## src/rtl/gain_control_pkg.sv

```systemverilog
// Shared types and elaboration-time helpers for the gain control loop:
// FSM state encoding and time-to-cycle conversions.
package gain_control_pkg;

   typedef enum logic [2:0] {
      S_IDLE,
      S_START,
      S_WAIT,
      S_EVAL,
      S_SETTLE
   } state_t;

   // Rounded up so a requested delay is never shortened.
   function automatic longint us_to_cyc(input longint clk_hz, input longint t_us);
      return (clk_hz * t_us + 64'd999_999) / 64'd1_000_000;
   endfunction

   function automatic longint ms_to_cyc(input longint clk_hz, input longint t_ms);
      return (clk_hz * t_ms + 64'd999) / 64'd1_000;
   endfunction

endpackage

```

## src/rtl/gc_timer.sv

```systemverilog
// Loadable down-counter; done is high while the count sits at zero.
module gc_timer #(
   parameter int W = 8
) (
   input  logic         clk,
   input  logic         rst,
   input  logic         load,
   input  logic [W-1:0] value,
   output logic         done
);

   logic [W-1:0] cnt;

   always_ff @(posedge clk) begin
      if (rst)
         cnt <= '0;
      else if (load)
         cnt <= value;
      else if (cnt != '0)
         cnt <= cnt - 1'b1;
   end

   assign done = (cnt == '0);

endmodule

```

## src/rtl/gain_control.sv

```systemverilog
// Automatic gain control: steps a combined HGA/PGA gain index from Goertzel
// power results, with a forced step-up when no result arrives in time.
module gain_control
   import gain_control_pkg::*;
#(
   parameter int          CLK_FREQ      = 50_000_000,
   parameter int          POWER_W       = 16,
   parameter int          PGA_W         = 3,
   parameter int unsigned HI_THRESH     = 16'hC000,
   parameter int unsigned LO_THRESH     = 16'h1000,
   parameter int          PGA_SETTLE_US = 50,
   parameter int          HGA_SETTLE_US = 200,
   parameter int          PRI_MS        = 1500,
   localparam int         GI_W          = PGA_W + 1
) (
   input  logic               clk,
   input  logic               rst,
   input  logic               en_i,
   input  logic [POWER_W-1:0] power_i,
   input  logic               valid_i,
   output logic               dc_block_en_o,
   output logic               goertzel_start_o,
   output logic               hga_bypass_o,
   output logic [PGA_W-1:0]   pga_gain_o,
   output logic [GI_W-1:0]    gain_idx_o,
   output logic               settling_o
);

   localparam longint PRI_CYC = ms_to_cyc(longint'(CLK_FREQ), longint'(PRI_MS));
   localparam longint PGA_CYC = us_to_cyc(longint'(CLK_FREQ), longint'(PGA_SETTLE_US));
   localparam longint HGA_CYC = us_to_cyc(longint'(CLK_FREQ), longint'(HGA_SETTLE_US));
   localparam longint MAX_A   = (PRI_CYC > PGA_CYC) ? PRI_CYC : PGA_CYC;
   localparam longint MAX_CYC = (MAX_A > HGA_CYC) ? MAX_A : HGA_CYC;
   localparam int     TW      = (MAX_CYC > 1) ? $clog2(MAX_CYC) : 1;

   // The timer counts down to zero inclusive, so load count-1 (zero stays one cycle).
   localparam logic [TW-1:0] PRI_LD = TW'((PRI_CYC > 0) ? PRI_CYC - 1 : 0);
   localparam logic [TW-1:0] PGA_LD = TW'((PGA_CYC > 0) ? PGA_CYC - 1 : 0);
   localparam logic [TW-1:0] HGA_LD = TW'((HGA_CYC > 0) ? HGA_CYC - 1 : 0);

   localparam logic [GI_W-1:0]    GI_RST = {1'b1, {PGA_W{1'b0}}};
   localparam logic [GI_W-1:0]    GI_MAX = '1;
   localparam logic [POWER_W-1:0] HI_TH  = POWER_W'(HI_THRESH);
   localparam logic [POWER_W-1:0] LO_TH  = POWER_W'(LO_THRESH);

   state_t              state, state_nxt;
   logic [GI_W-1:0]     gi, gi_nxt;
   logic [POWER_W-1:0]  pwr;
   logic                tmr_load, tmr_done;
   logic [TW-1:0]       tmr_val;

   always_ff @(posedge clk) begin
      if (rst) begin
         state <= S_IDLE;
         gi    <= GI_RST;
         pwr   <= '0;
      end else begin
         state <= state_nxt;
         gi    <= gi_nxt;
         if (en_i && state == S_WAIT && valid_i)
            pwr <= power_i;
      end
   end

   always_comb begin
      state_nxt = state;
      gi_nxt    = gi;
      tmr_load  = 1'b0;
      tmr_val   = '0;
      if (!en_i) begin
         state_nxt = S_IDLE;
         tmr_load  = 1'b1;
      end else begin
         unique case (state)
            S_IDLE:  state_nxt = S_START;
            S_START: begin
               tmr_load  = 1'b1;
               tmr_val   = PRI_LD;
               state_nxt = S_WAIT;
            end
            S_WAIT: begin
               // A result arriving on the expiry cycle takes priority.
               if (valid_i)
                  state_nxt = S_EVAL;
               else if (tmr_done) begin
                  if (gi != GI_MAX) begin
                     gi_nxt    = gi + 1'b1;
                     state_nxt = S_SETTLE;
                  end else
                     state_nxt = S_START;
               end
            end
            S_EVAL: begin
               if (pwr > HI_TH && gi != '0) begin
                  gi_nxt    = gi - 1'b1;
                  state_nxt = S_SETTLE;
               end else if (pwr < LO_TH && gi != GI_MAX) begin
                  gi_nxt    = gi + 1'b1;
                  state_nxt = S_SETTLE;
               end else
                  state_nxt = S_START;
            end
            S_SETTLE: if (tmr_done) state_nxt = S_START;
            default:  state_nxt = S_IDLE;
         endcase
         // Toggling the HGA stage needs the longer settle time.
         if (state_nxt == S_SETTLE && state != S_SETTLE) begin
            tmr_load = 1'b1;
            tmr_val  = (gi_nxt[GI_W-1] != gi[GI_W-1]) ? HGA_LD : PGA_LD;
         end
      end
   end

   gc_timer #(.W(TW)) u_timer (
      .clk   (clk),
      .rst   (rst),
      .load  (tmr_load),
      .value (tmr_val),
      .done  (tmr_done)
   );

   assign gain_idx_o       = gi;
   assign hga_bypass_o     = ~gi[GI_W-1];
   assign pga_gain_o       = gi[PGA_W-1:0];
   assign goertzel_start_o = (state == S_START);
   assign settling_o       = (state == S_SETTLE);
   assign dc_block_en_o    = (state == S_START) || (state == S_WAIT) || (state == S_EVAL);

endmodule

```

## config.mk

```make
export PLATFORM = sky130hd
export DESIGN_NAME = gain_control
export DESIGN_NICKNAME = d
export VERILOG_FILES = /design/src/rtl/gain_control_pkg.sv /design/src/rtl/gc_timer.sv /design/src/rtl/gain_control.sv
export SDC_FILE = /design/constraint.sdc
export NUM_CORES = 1
export LEC_CHECK = 0
export ABC_AREA = 1
export BUFFER_PORTS_ARGS = -buffer_cell sky130_fd_sc_hd__buf_2
export CAP_MARGIN = 20
export CORE_ASPECT_RATIO = 1.1
export CORE_MARGIN = 2
export CORE_UTILIZATION = 48
export DETAILED_ROUTE_END_ITERATION = 10
export GPL_TIMING_DRIVEN = 0
export MAX_ROUTING_LAYER = met4
export PLACE_DENSITY = 0.66
export SLEW_MARGIN = 10
export SYNTH_ARGS = -nofsm -noshare
export SYNTH_HDL_FRONTEND = slang
export SYNTH_SLANG_ARGS = --single-unit
```

## constraint.sdc

```tcl
create_clock -name clk -period 4.8 [get_ports clk]
set_input_delay 1.2 -clock clk [delete_from_list [all_inputs] [get_ports clk]]
set_output_delay 1.2 -clock clk [all_outputs]
set_load 0.01 [all_outputs]
```

==> results.toml <==
[drt]
drt_first_iter_violations = 137
drc = 0
dr_total_vias = 2665
routed_via_density = 4.899
drt-pass1-iter-count = 4
final_antenna_net_count = 0
route.final.wire_length_um = 6685
wl_per_cell_um = 12.29

[global_route]
total_routing_usage_gr_pct = 22.21
grt_antenna_before_repair = 0
grt_start_max_net_pins = 17
number_of_global_route_vias_before_repair = 2607
grt_first_pass_wirelength_um = 11650
gr-total-overflow = 0

[run]
cap_viol_max_count = 0

[pwr]
power-per-cell-area_nw_per_um2 = 457.8
ir_worst_vdd_mv = 0.1940
power.leakage_nw = 1.642

[placement]
io_buffers = 30
place_hpwl_um = 5133
final_weighted_congestion_in_routability_driven_placement = 0.8800

[setup_path]
critPathSlowestCell = "sky130_fd_sc_hd__nor3_2"
critical_path.max_stage_delay_ns = 0.53
worstReg2RegStart = "u_timer.cnt[0]"
gate_family_responsible_for_the_most_delay_along_the_worst_path = "buffers and inverters"
cp-end-kind = "register"
cp_bufs_invs = 4
required_ns = 5.01
critical_path_class = "primary input to register"
cp-start-kind = "primary input"
regToRegEndpoint = "u_timer.cnt[26]"
path_max_fanout = 10
cp_data_arrival_time_ns = 2.73
cp_common_cell = "sky130_fd_sc_hd__nor2_1"
worst-r2r-setup-slack_ns = 2.38
rr_worst_depth = 15
path_cells = "buf_2 > clkinv_1 > nor3_2 > inv_2 > clkbuf_1 > nor2_1 > nor2_1"

[cells_and_area]
post_route_cells_drive_above_1_share_pct = 16.49
fin_util_pct = 56.55
layout.nets = 489
layout.filler_cells = 600
area_growth_pct = 13.25
diodes = 0

[worst_hold_path]
hp-class = "register to register"
min_path_cells = 2
whs_endpoint = "u_timer.cnt[0]"
min-delay-start = "u_timer.cnt[0]"

[die]
dieArea_um2 = 6678
fp.dieH_um = 85.51
core_area_um2 = 5806
placement_rows = 29
chipWidth_um = 78.10
initial_core_util_pct = 49.94
pin_count = 31

[synth]
yosys.cell_types.count = 39
synth.yosys.warnings = 0
synth_seq_cells = 50
postSynthNetCount = 452
yosysSeqAreaShare_pct = 34.53
postSynth.asyncResetShare_pct = 0
synthesis.instances = 429
synthesis.area_per_instance_um2 = 6.758
cell_area_after_technology_mapping_um2 = 2899
number_of_flops_mapped_to_enable_cells_by_yosys = 0
synth_ff_type = "sky130_fd_sc_hd__dfxtp_1"

[clocking]
cts_root_buffer = "sky130_fd_sc_hd__clkbuf_8"
cts_sinks = 50
tritoncts.num_buffers = 5
path_clk_slew_ns = 0.10
clock_tree_from_tritoncts = "built"
cts_repair_resize_count = 0
clockBufferDepth = 2
post_cts_hold_buffer_count = 0
cts.htree.levels = 2
number_of_buffers_added_for_setup_after_cts = 0
worst_skew_pair.late_latency_ns = 0.31

[run_status]
run_status = "finished, final reports clean"

[timing]
totalNegativeSetupSlack_ns = 0
fmax_ghz = 0.3973
timing_hold_violations_final = 0
relSlewSlack_pct = 59.12
period_share_pct = 52.44
setup_repair_after_global_routing_missed_its_margin = "no"
worst_pin_slew_ns = 0.6110
finalSetupViolations = 0
clock-skew-final_ns = 0.008568
layout_min_cycle_time_ns = 2.517
pins_over_their_slew_limit = 0
==> worst reg2reg max path, stage by stage (launching register included) <==
cell                      delay [ns]
sky130_fd_sc_hd__dfxtp_1        0.32
sky130_fd_sc_hd__inv_1          0.11
sky130_fd_sc_hd__ha_1           0.30
sky130_fd_sc_hd__nand2_2        0.13
sky130_fd_sc_hd__nor2_4         0.22
sky130_fd_sc_hd__nand2_4        0.11
sky130_fd_sc_hd__nor2_8         0.23
sky130_fd_sc_hd__nand4_2        0.14
sky130_fd_sc_hd__nand2_2        0.10
sky130_fd_sc_hd__inv_2          0.07
sky130_fd_sc_hd__nand2_4        0.08
sky130_fd_sc_hd__nor2_4         0.07
sky130_fd_sc_hd__nand2_4        0.12
sky130_fd_sc_hd__nand2_4        0.08
sky130_fd_sc_hd__buf_6          0.15
sky130_fd_sc_hd__nor2_1         0.11
==> Yosys cell counts (5+ instances only) <==
master / number / area share [%]
sky130_fd_sc_hd__nand4_1: 11 / 2.4
sky130_fd_sc_hd__dfxtp_1: 50 / 35
sky130_fd_sc_hd__a21oi_1: 19 / 3.3
sky130_fd_sc_hd__nor4_1: 9 / 1.9
sky130_fd_sc_hd__clkbuf_1: 5 / 0.65
sky130_fd_sc_hd__inv_1: 52 / 6.7
sky130_fd_sc_hd__nand2_1: 61 / 7.9
sky130_fd_sc_hd__nor3_1: 7 / 1.2
sky130_fd_sc_hd__inv_2: 9 / 1.2
sky130_fd_sc_hd__o21ai_0: 29 / 5.0
sky130_fd_sc_hd__xor2_1: 21 / 6.3
sky130_fd_sc_hd__nor2_1: 89 / 12
sky130_fd_sc_hd__nand3_1: 17 / 2.9
==> area by class of cell <==
type | instances | area, µm² | share of cell area (%)
buffer | 12 | 66.31 | 2.020
clock buffer | 5 | 68.82 | 2.096
clock inverter | 3 | 68.82 | 2.096
inverter | 62 | 232.7 | 7.088
multi-input combinational | 305 | 1599 | 48.70
sequential | 50 | 1001 | 30.49
tap | 77 | 96.34 | 2.934
timing repair buffer | 30 | 150.1 | 4.573
==> flip-flops by register name (all words and copies together) (netlist names) <==
signal / cells
state: 3
gain_idx_o: 4
u_timer.cnt: 27
pwr: 16
==> cell families after synthesis <==
group           synth area share [%]
simple gates                   35.09
fa+ha+maj                      1.295
compound gates                 11.22
flops                          34.53
buf+inv                        10.31
xor+xnor                       7.553
==> layout by cell type, fill, tap and decap left out, types with 2 or more instances in the layout <==
master,netlist,final
sky130_fd_sc_hd__o21ai_1,2,2
sky130_fd_sc_hd__nand4_1,11,11
sky130_fd_sc_hd__dfxtp_1,50,50
sky130_fd_sc_hd__bufinv_16,0,2
sky130_fd_sc_hd__a31oi_1,4,4
sky130_fd_sc_hd__a21oi_1,19,19
sky130_fd_sc_hd__inv_1,52,52
sky130_fd_sc_hd__xor2_1,21,21
sky130_fd_sc_hd__nor4_1,9,9
sky130_fd_sc_hd__buf_2,1,31
sky130_fd_sc_hd__o21ai_0,29,29
sky130_fd_sc_hd__clkbuf_1,5,5
sky130_fd_sc_hd__nand3_1,17,17
sky130_fd_sc_hd__ha_1,3,3
sky130_fd_sc_hd__nor2_4,3,3
sky130_fd_sc_hd__nor2_1,89,89
sky130_fd_sc_hd__inv_2,9,9
sky130_fd_sc_hd__a21oi_2,2,2
sky130_fd_sc_hd__nand2_4,4,4
sky130_fd_sc_hd__xnor2_1,4,4
sky130_fd_sc_hd__nor3_1,7,7
sky130_fd_sc_hd__clkbuf_8,0,5
sky130_fd_sc_hd__or2_2,4,4
sky130_fd_sc_hd__nand2_2,2,2
sky130_fd_sc_hd__nand2_1,61,61
sky130_fd_sc_hd__buf_4,3,3
sky130_fd_sc_hd__nor2_2,4,4
==> stage by stage <==
step	total power, mW	std cells	setup slack [ns]	hold slack, ns	area (µm²)
CTS	1.508	544	2.209	0.4944	3283
finish	1.503	544	2.283	0.4932	3283
global route	1.615	544	2.108	0.5303	3283
detailed placement	1.145	536	1.876	0.4802	3146
global placement	1.138	536	1.924	0.4712	3146
floorplan	1.019	429	2.419	0.4574	2899
==> metal layers <==
layer	wire length [µm]	up-vias	global-route usage (%)	part of all wire, %
met4	148	0	7.337	2.2
met5	0	-	-	0
met2	3282	44	38.64	49
li1	-	1442	-	-
met3	185	10	3.684	2.8
met1	3068	1169	26.12	46
==> power by group <==
part	leakage [nW]	internal [mW]	switching, mW
clock network	0.0683	0.209	0.154
logic	1.17	0.235	0.401
registers	0.406	0.462	0.0422
==> worst max-delay path by stage <==
stage,start,end,slack [ns],cells past startpoint
6_report,en_i,pwr[7],2.28,7
5_1_grt,en_i,pwr[6],2.11,7
4_1_cts,en_i,pwr[7],2.21,7
3_5_place_dp,en_i,pwr[7],1.88,7
3_3_place_gp,en_i,pwr[15],1.92,7
2_1_floorplan,en_i,pwr[10],2.42,6
Note: power is estimated with default switching activity, not from simulation.
